<file path="src/rtl/br_local_injector.sv">
// Round-robin injector of N_REQ sources into the BrLite LOCAL port. It stamps seq_source and a rolling id.
// Latency: req rises 2 cycles after valid (IDLE->ARB->SEND). Backpressure: waits in IDLE while local_busy_i is high, and holds req until ack.
module br_local_injector #(
    parameter int          N_REQ       = 4,
    parameter logic [15:0] SEQ_ADDRESS = 16'h0000,
    parameter int          TIMEOUT     = 1024,
    parameter int          ID_W        = 8,
    parameter int          PAYLOAD_W   = 32,
    localparam int         FLIT_W      = PAYLOAD_W + 16 + ID_W,
    localparam int         PTR_W       = (N_REQ > 1) ? $clog2(N_REQ) : 1,
    localparam int         TCNT_W      = $clog2(TIMEOUT + 1)
) (
    input  logic                      clk_i,
    input  logic                      rst_ni,
    input  logic [N_REQ-1:0]          src_valid_i,
    input  logic [N_REQ*FLIT_W-1:0]   src_flit_i,
    output logic [N_REQ-1:0]          src_ready_o,
    output logic [ID_W-1:0]           src_id_o,
    input  logic                      local_busy_i,
    output logic [FLIT_W-1:0]         rt_flit_o,
    output logic                      rt_req_o,
    input  logic                      rt_ack_i,
    output logic                      timeout_o
);

    // Flit layout: {payload, seq_source[15:0], id}
    localparam logic [1:0] IDLE    = 2'd0;
    localparam logic [1:0] ARB     = 2'd1;
    localparam logic [1:0] SEND    = 2'd2;
    localparam logic [1:0] RELEASE = 2'd3;

    logic [1:0]        state;
    logic [PTR_W-1:0]  rr_ptr;
    logic [PTR_W-1:0]  win_q;
    logic [ID_W-1:0]   id_cnt;
    logic [FLIT_W-1:0] flit_q;
    logic              req_q;
    logic [N_REQ-1:0]  ready_q;
    logic [ID_W-1:0]   src_id_q;
    logic              timeout_q;
    logic [TCNT_W-1:0] tcnt;

    logic [PTR_W-1:0]  win;
    logic              win_vld;
    logic [PTR_W-1:0]  idx;
    int                j;
    logic [FLIT_W-1:0] sel_flit;
    logic [FLIT_W-1:0] stamp;

    // Search starts one past the last winner, so the previous winner is considered last.
    always_comb begin
        win     = rr_ptr;
        win_vld = 1'b0;
        j       = 0;
        idx     = '0;
        for (int i = 1; i <= N_REQ; i++) begin
            j = int'(rr_ptr) + i;
            if (j >= N_REQ) begin
                j = j - N_REQ;
            end
            idx = PTR_W'(j);
            if (!win_vld && src_valid_i[idx]) begin
                win_vld = 1'b1;
                win     = idx;
            end
        end
    end

    assign sel_flit = src_flit_i[int'(win)*FLIT_W +: FLIT_W];
    assign stamp    = {sel_flit[FLIT_W-1 -: PAYLOAD_W], SEQ_ADDRESS, id_cnt};

    always_ff @(posedge clk_i or negedge rst_ni) begin
        if (!rst_ni) begin
            state     <= IDLE;
            rr_ptr    <= PTR_W'(N_REQ - 1);
            win_q     <= '0;
            id_cnt    <= '0;
            flit_q    <= '0;
            req_q     <= 1'b0;
            ready_q   <= '0;
            src_id_q  <= '0;
            timeout_q <= 1'b0;
            tcnt      <= '0;
        end else begin
            ready_q <= '0;
            case (state)
                IDLE: begin
                    if (|src_valid_i && !local_busy_i && !rt_ack_i) begin
                        state <= ARB;
                    end
                end
                ARB: begin
                    if (win_vld) begin
                        rr_ptr <= win;
                        win_q  <= win;
                        flit_q <= stamp;
                        req_q  <= 1'b1;
                        tcnt   <= '0;
                        state  <= SEND;
                    end else begin
                        state <= IDLE;
                    end
                end
                SEND: begin
                    if (rt_ack_i) begin
                        req_q <= 1'b0;
                        state <= RELEASE;
                    end else if (tcnt != TCNT_W'(TIMEOUT)) begin
                        // A missing ack is only reported; the handshake is never abandoned.
                        tcnt <= tcnt + TCNT_W'(1);
                        if (tcnt == TCNT_W'(TIMEOUT - 1)) begin
                            timeout_q <= 1'b1;
                        end
                    end
                end
                RELEASE: begin
                    if (!rt_ack_i) begin
                        state          <= IDLE;
                        ready_q[win_q] <= 1'b1;
                        src_id_q       <= id_cnt;
                        id_cnt         <= id_cnt + ID_W'(1);
                        timeout_q      <= 1'b0;
                    end
                end
                default: state <= IDLE;
            endcase
        end
    end

    assign rt_req_o    = req_q;
    assign rt_flit_o   = flit_q;
    assign src_ready_o = ready_q;
    assign src_id_o    = src_id_q;
    assign timeout_o   = timeout_q;

endmodule
</file>
<file path="config.mk">
export PLATFORM = sky130hd
export DESIGN_NAME = br_local_injector
export DESIGN_NICKNAME = d
export VERILOG_FILES = /design/src/rtl/br_local_injector.sv
export SDC_FILE = /design/constraint.sdc
export NUM_CORES = 1
export LEC_CHECK = 0
export ABC_AREA = 1
export BUFFER_PORTS_ARGS = -buffer_cell sky130_fd_sc_hd__buf_2
export CORE_AREA = 3 3 146 148
export DETAILED_ROUTE_END_ITERATION = 10
export DIE_AREA = 0 0 149 151
export GPL_TIMING_DRIVEN = 0
export HOLD_SLACK_MARGIN = 0.06
export PLACE_DENSITY_LB_ADDON = 0.12
export SYNTH_ARGS = -nofsm -noshare
export SYNTH_HDL_FRONTEND = slang
export SYNTH_SLANG_ARGS = --single-unit
</file>
<file path="constraint.sdc">
create_clock -name clk_i -period 5.67 [get_ports clk_i]
set_input_delay 0.567 -clock clk_i [delete_from_list [all_inputs] [get_ports clk_i]]
set_output_delay 0.567 -clock clk_i [all_outputs]
set_load 0.05 [all_outputs]
</file>
* Word-level counts from Yosys, hierarchy flattened *
Index checks and enable logic that the tools add are counted.

cells by class
  shift-type cells = 1
  reduce and logical (&&, ||, !) cells = 21
  eq/ne operators = 12
  bitwise logic cells = 1
  add/subtract/negate cells = 10
  multiply operators = 1
  multiplexer cells = 41
  magnitude comparators = 10

operators with widths
  kind                   count
  $shiftx 224x9->56      1
  $mux 11                3
  $mux 2                 12
  $pmux 11 s2            1
  $lt 2x3->1 const B     5
  $mux 1                 15
  $ne 2x2->1 const B     7
  $add 11x1->11 const B  1
  $eq 11x10->1 const B   1
  $ne 11x11->1 const B   1
  $ge 3x3->1 const B     3
  $add 8x1->8 const B    1
  $bmux 1 s2             4
  $mux 4                 2
  $pmux 2 s4             1
  $sub 2x1->2 const B    4
  $add 2x2->3 const B    2
  $logic_and 1x1->1      6
  $reduce_and 3->1       2
  $logic_not 1->1        5
  $mul 2x3->5 const B    1
  $reduce_and 5->1       1
  $add 2x3->4 const B    1
  $eq 2x2->1 const B     2
  12 further kinds       15

storage, ports and cells
  register bits after elaboration = 79
  input bits = 232
  output and inout port bits = 70

* Depth between registers and ports, before layout *
  word-level depth = 17
  depth in mapped cells = 17

* Worst setup path after synthesis *
No wires, ideal clock.

  kind = register to register
  start = register rr_ptr[0]
  end = register flit_q[31], in the netlist rt_flit_o[31]
  period minus slack after synthesis = 1.838 ns
  setup slack = 3.832 ns
  stages on the path, launching flop included = 17
  arrival time = 1.720 ns
  data required time = 5.552 ns
  cell sequence = dfstp_2 buf_6 inv_6 nand2_2 nand2_1 nand2_1 nand2_2 inv_2 nand3_1 buf_4 buf_4 nand3_1 nand2_1 nand2_1 nand2_1 nand2_1 nand2_1

between the ends
  longest elaborated chain between the ends = 17
  elaborated cells between the ends (all ways) = 41
  those cells by class = 8 x add/sub; 1 x mul; 4 x order compare; 1 x shift; 20 x mux; 7 x reduce/logical

RTL lines
  element                                           RTL line  text
  from (decl)                                       33        logic [PTR_W-1:0] rr_ptr;
  from (signal assigned)                            75        rr_ptr <= PTR_W'(N_REQ - 1);
  from (signal assigned)                            94        rr_ptr <= win;
  $add 2x1->3                                       57        j = int'(rr_ptr) + i;
  $ge 3x3->1 / $sub 2x1->2 (equally long branches)  58, 59
  $mux 2                                            58        if (j >= N_REQ) begin
  $bmux 1 s2                                        62        if (!win_vld && src_valid_i[idx]) begin
  $mux 1 (not written as such)                      62
  $mux 1                                            62
  $logic_not 1->1                                   62
  $logic_and 1x1->1                                 62
  $mux 1                                            62
  $logic_not 1->1                                   62
  $logic_and 1x1->1                                 62
  $mux 1                                            62
  $logic_not 1->1                                   62
  $logic_and 1x1->1                                 62
  $mux 2                                            62
  $mul 2x3->5                                       69        assign sel_flit = src_flit_i[int'(win)*FLIT_W +: FLIT_W];
  $shiftx 224x9->56                                 69
  to (signal assigned)                              96        flit_q <= stamp;
  to (decl)                                         36        logic [FLIT_W-1:0] flit_q;

Several ways; a longest one is shown, not always the timed one. The select of a mux whose other input is x is not followed.
A chain may end at the register's enable or synchronous reset.

* Worst setup path in the final report *
  start = register rr_ptr[0]
  end = register flit_q[52], in the netlist rt_flit_o[52]

Same word-level chain as after synthesis.

==> flow_metrics.env <==
export IMPL_combPwrFrac_pct=69.6
export IMPL_antenna_found_initial=0
export IMPL_cts_resized=0
export IMPL_via_per_inst=4.389
export IMPL_drc_errors=0
export IMPL_nFillCells=2298
export IMPL_power_internal_mw=2.169
export IMPL_die_area_um2=22500
export IMPL_syn_area_um2=5001
export IMPL_yosys_warnings=0
export IMPL_yosysTopAreaCellShare_pct=38.53
export IMPL_coreArea_um2=20170
export IMPL_hold_class="input pin to async pin"
export IMPL_die_w_um=149
export IMPL_post_cts_buffers=0
export IMPL_start_kind="register"
export IMPL_num_vias=5376
export IMPL_critPathSlowestCell="dfstp_2"
export IMPL_clock_latency_ns=0.34
export IMPL_clk_pin_slew_ns=0.07
export IMPL_slowest_delay_ns=0.53
export IMPL_rows=52
export IMPL_wire_per_inst_um=14.79
export IMPL_antenna_cells=0
export IMPL_crit_path_end_kind="register"
export IMPL_maxSlewHeadroom_pct=59.39
export IMPL_hold_viol=0
export IMPL_grt_usage_pct=16.12
export IMPL_grt_pass1_wl_um=28210
export IMPL_clock_fmax_mhz=441.5
export IMPL_numCtsBuffers=9
export IMPL_pin_count=302
export IMPL_crit_required_ns=5.94
export IMPL_cts_sinks=79
export IMPL_clkPwrFrac_pct=12.3
export IMPL_first_pass_iters=5
export IMPL_post_route_period_util_pct=39.95
export IMPL_hold_ws_ns=0.2090
export IMPL_cp_num_buf_inv=4
export IMPL_crit_chain="buf_6 > inv_6 > nand2_2 > nand2_1 > nand2_1 > nand2_2 > inv_2 > nand2_2 > nand2_4 > buf_2 > nand3_1 > nand2_1 > nand2_1 > nand2_1 > nand2_1 > nand2_1"
export IMPL_synth_area_leader_cell="dfrtp_1"
export IMPL_grt_pass1_vias=5317
export IMPL_cts_path_max_buffers=2
export IMPL_start_util_pct=24.80
export IMPL_final_nets=1185
export IMPL_setup_tns_ns=0
export IMPL_hpwl_um=14160
export IMPL_port_buffers=189
export IMPL_worst_pin_slew_ns=0.6058
export IMPL_synth_area_leaders="dfrtp_1, nand2_1, nand3_1"
export IMPL_drive_gt1_share_pct=28.80
export IMPL_netlist_cell_type_count=29
export IMPL_p_switching_mw=2.867
export IMPL_seq_area_frac_synth_pct=39.58
export IMPL_setup_viol=0
export IMPL_drt_total_wl_um=18120
export IMPL_max_cap_violations=0
export IMPL_final_max_slew_violation_count=0
export IMPL_fin_crit_ns=2.265
export IMPL_cts_root_buf="clkbuf_16"
export IMPL_grt_setup_unrepaired="no"
export IMPL_cp_arrival_ns=2.54
export IMPL_peakVddDrop_mv=0.2743
export IMPL_drtIter0Drc=205
export IMPL_die_y_um=151
export IMPL_cp_common_cell="nand2_1"
export IMPL_syn_to_final_growth_pct=33.63
export IMPL_worstSetupPathType="register to register"
export IMPL_p_leak_nw=3.835
export IMPL_cts_tree="built"
export IMPL_seqPwrFrac_pct=18.1
export IMPL_fin_worst_skew_ns=0.01160
export IMPL_sw_frac_of_total_pct=56.93
export IMPL_worst_path_max_fanout=10
export IMPL_synth_area_per_cell_um2=6.813
export IMPL_syn_inst=734
export IMPL_status="finished clean"
export IMPL_overflow=0
export IMPL_grt_max_degree=41
export IMPL_path_delay_family="simple AND/OR/NAND/NOR gates"
export IMPL_h_tree_depth=3
export IMPL_cts_hold_buf=0
export IMPL_pwr_density_cell_nw_per_um2=753.7
export IMPL_detail_route_antenna_nets=0
export IMPL_ys_seq_elements=79
export IMPL_gp_congestion=0.8751
==> state kept, by name (all words and copies together) (netlist names), named ones only <==
register     count
rt_flit_o       40
tcnt            11
id_cnt           8
src_id_o         8
src_ready_o      4
rr_ptr           2
win_q            2
rt_req_o         1
state            1
timeout_o        1
==> metal layers <==
layer	routed length [µm]	track usage, %
met1	7806	20.45
met2	8812	27.38
met5	0	0
met4	240	4.439
met3	1263	4.010
==> stage by stage <==
stage               total power [mW]  util, %  instance area [µm²]  setup slack [ns]  instances
floorplan                      3.473        -                 5057             3.832        749
global placement               4.485    31.44                 6341             3.097       1208
detailed placement             4.479    31.59                 6371             3.091       1209
CTS                            5.126    33.13                 6683             3.352       1225
global route                   5.520    33.13                 6683             3.145       1225
finish                         5.036    33.13                 6683             3.405       1225
==> power groups by stage <==
stage	Combinational, mW	Sequential [mW]	Clock (mW)
after floorplan	2.01	1.47	0
after global placement	3.56	0.921	0
after detailed placement	3.56	0.916	0
after CTS	3.57	0.912	0.642
after global routing	3.92	0.940	0.660
final	3.50	0.911	0.621
==> cell usage in the layout, fill, tap and decap left out, types with 3 or more instances in the layout <==
master     count
a21oi_1        6
buf_1          4
buf_2        206
buf_4         26
buf_6          7
clkbuf_1       9
clkbuf_16      9
conb_1        16
dfrtp_1       77
ha_1           3
inv_1         28
inv_2          3
inv_6          5
nand2_1      313
nand2_2        9
nand3_1      148
nand4_1        6
nor2_1        16
nor3_1        11
o21ai_0       29
xor2_1         8
==> synth_stat cells, drive strengths merged <==
master and number:
ha 3, buf 54, dfrtp 77, a21oi 6
o21ai 29, xnor2 1, nor4 2, nor2 16
or2 1, conb 1, inv 32, nand2 323
o22ai 1, nand4 6, nor3 12, clkbuf 9
dfstp 2, xor2 8, nand3 149, nand3b 2
==> path summary, 6_finish.rpt <==
kind / from / to / slack (ns) / cells after the start
max in group asynchronous: rst_ni / rr_ptr[1] / 4.82 / 2
min: rst_ni / rt_flit_o[51] / 0.21 / 1
max reg2reg: rr_ptr[0] / rt_flit_o[52] / 3.40 / 16
min reg2reg: win_q[1] / src_ready_o[1] / 0.46 / 1
min in group clk_i: win_q[1] / src_ready_o[1] / 0.46 / 1
max: rr_ptr[0] / rt_flit_o[52] / 3.40 / 16
==> cells by family (layout without fill, tap and decap cells) <==
logic type               count (synthesis)  count (layout)  synth area share, %
AND/OR/NAND/NOR                        511             511                43.78
buffers and inverters                   95             301                10.61
flip-flops                              79              79                39.58
AO/OA/AOI/OAI                           36              36                3.628
XOR/XNOR                                 9               9                1.576
adder cells (fa/ha/maj)                  3               3               0.7506
other                                    1              16              0.07498
==> worst reg2reg max path, cell delays in order (launching register included) <==
cell     delay [ns]
dfstp_2        0.53
buf_6          0.15
inv_6          0.06
nand2_2        0.05
nand2_1        0.08
nand2_1        0.09
nand2_2        0.07
inv_2          0.10
nand2_2        0.09
nand2_4        0.15
buf_2          0.31
nand3_1        0.11
nand2_1        0.12
nand2_1        0.10
nand2_1        0.09
nand2_1        0.05
nand2_1        0.07
==> cell type report <==
class	count	area, µm²	share of cell area [%]
multi-input cells	575	2547	38.12
clock inverters	6	72.57	1.086
well taps	270	337.8	5.055
flip-flops and latches	79	1979	29.62
plain buffers	63	405.4	6.066
inverters	32	125.1	1.872
repair buffers	190	975.9	14.60
clock buffers	10	239.0	3.576
No activity file was read; power rests on OpenSTA's default activity.
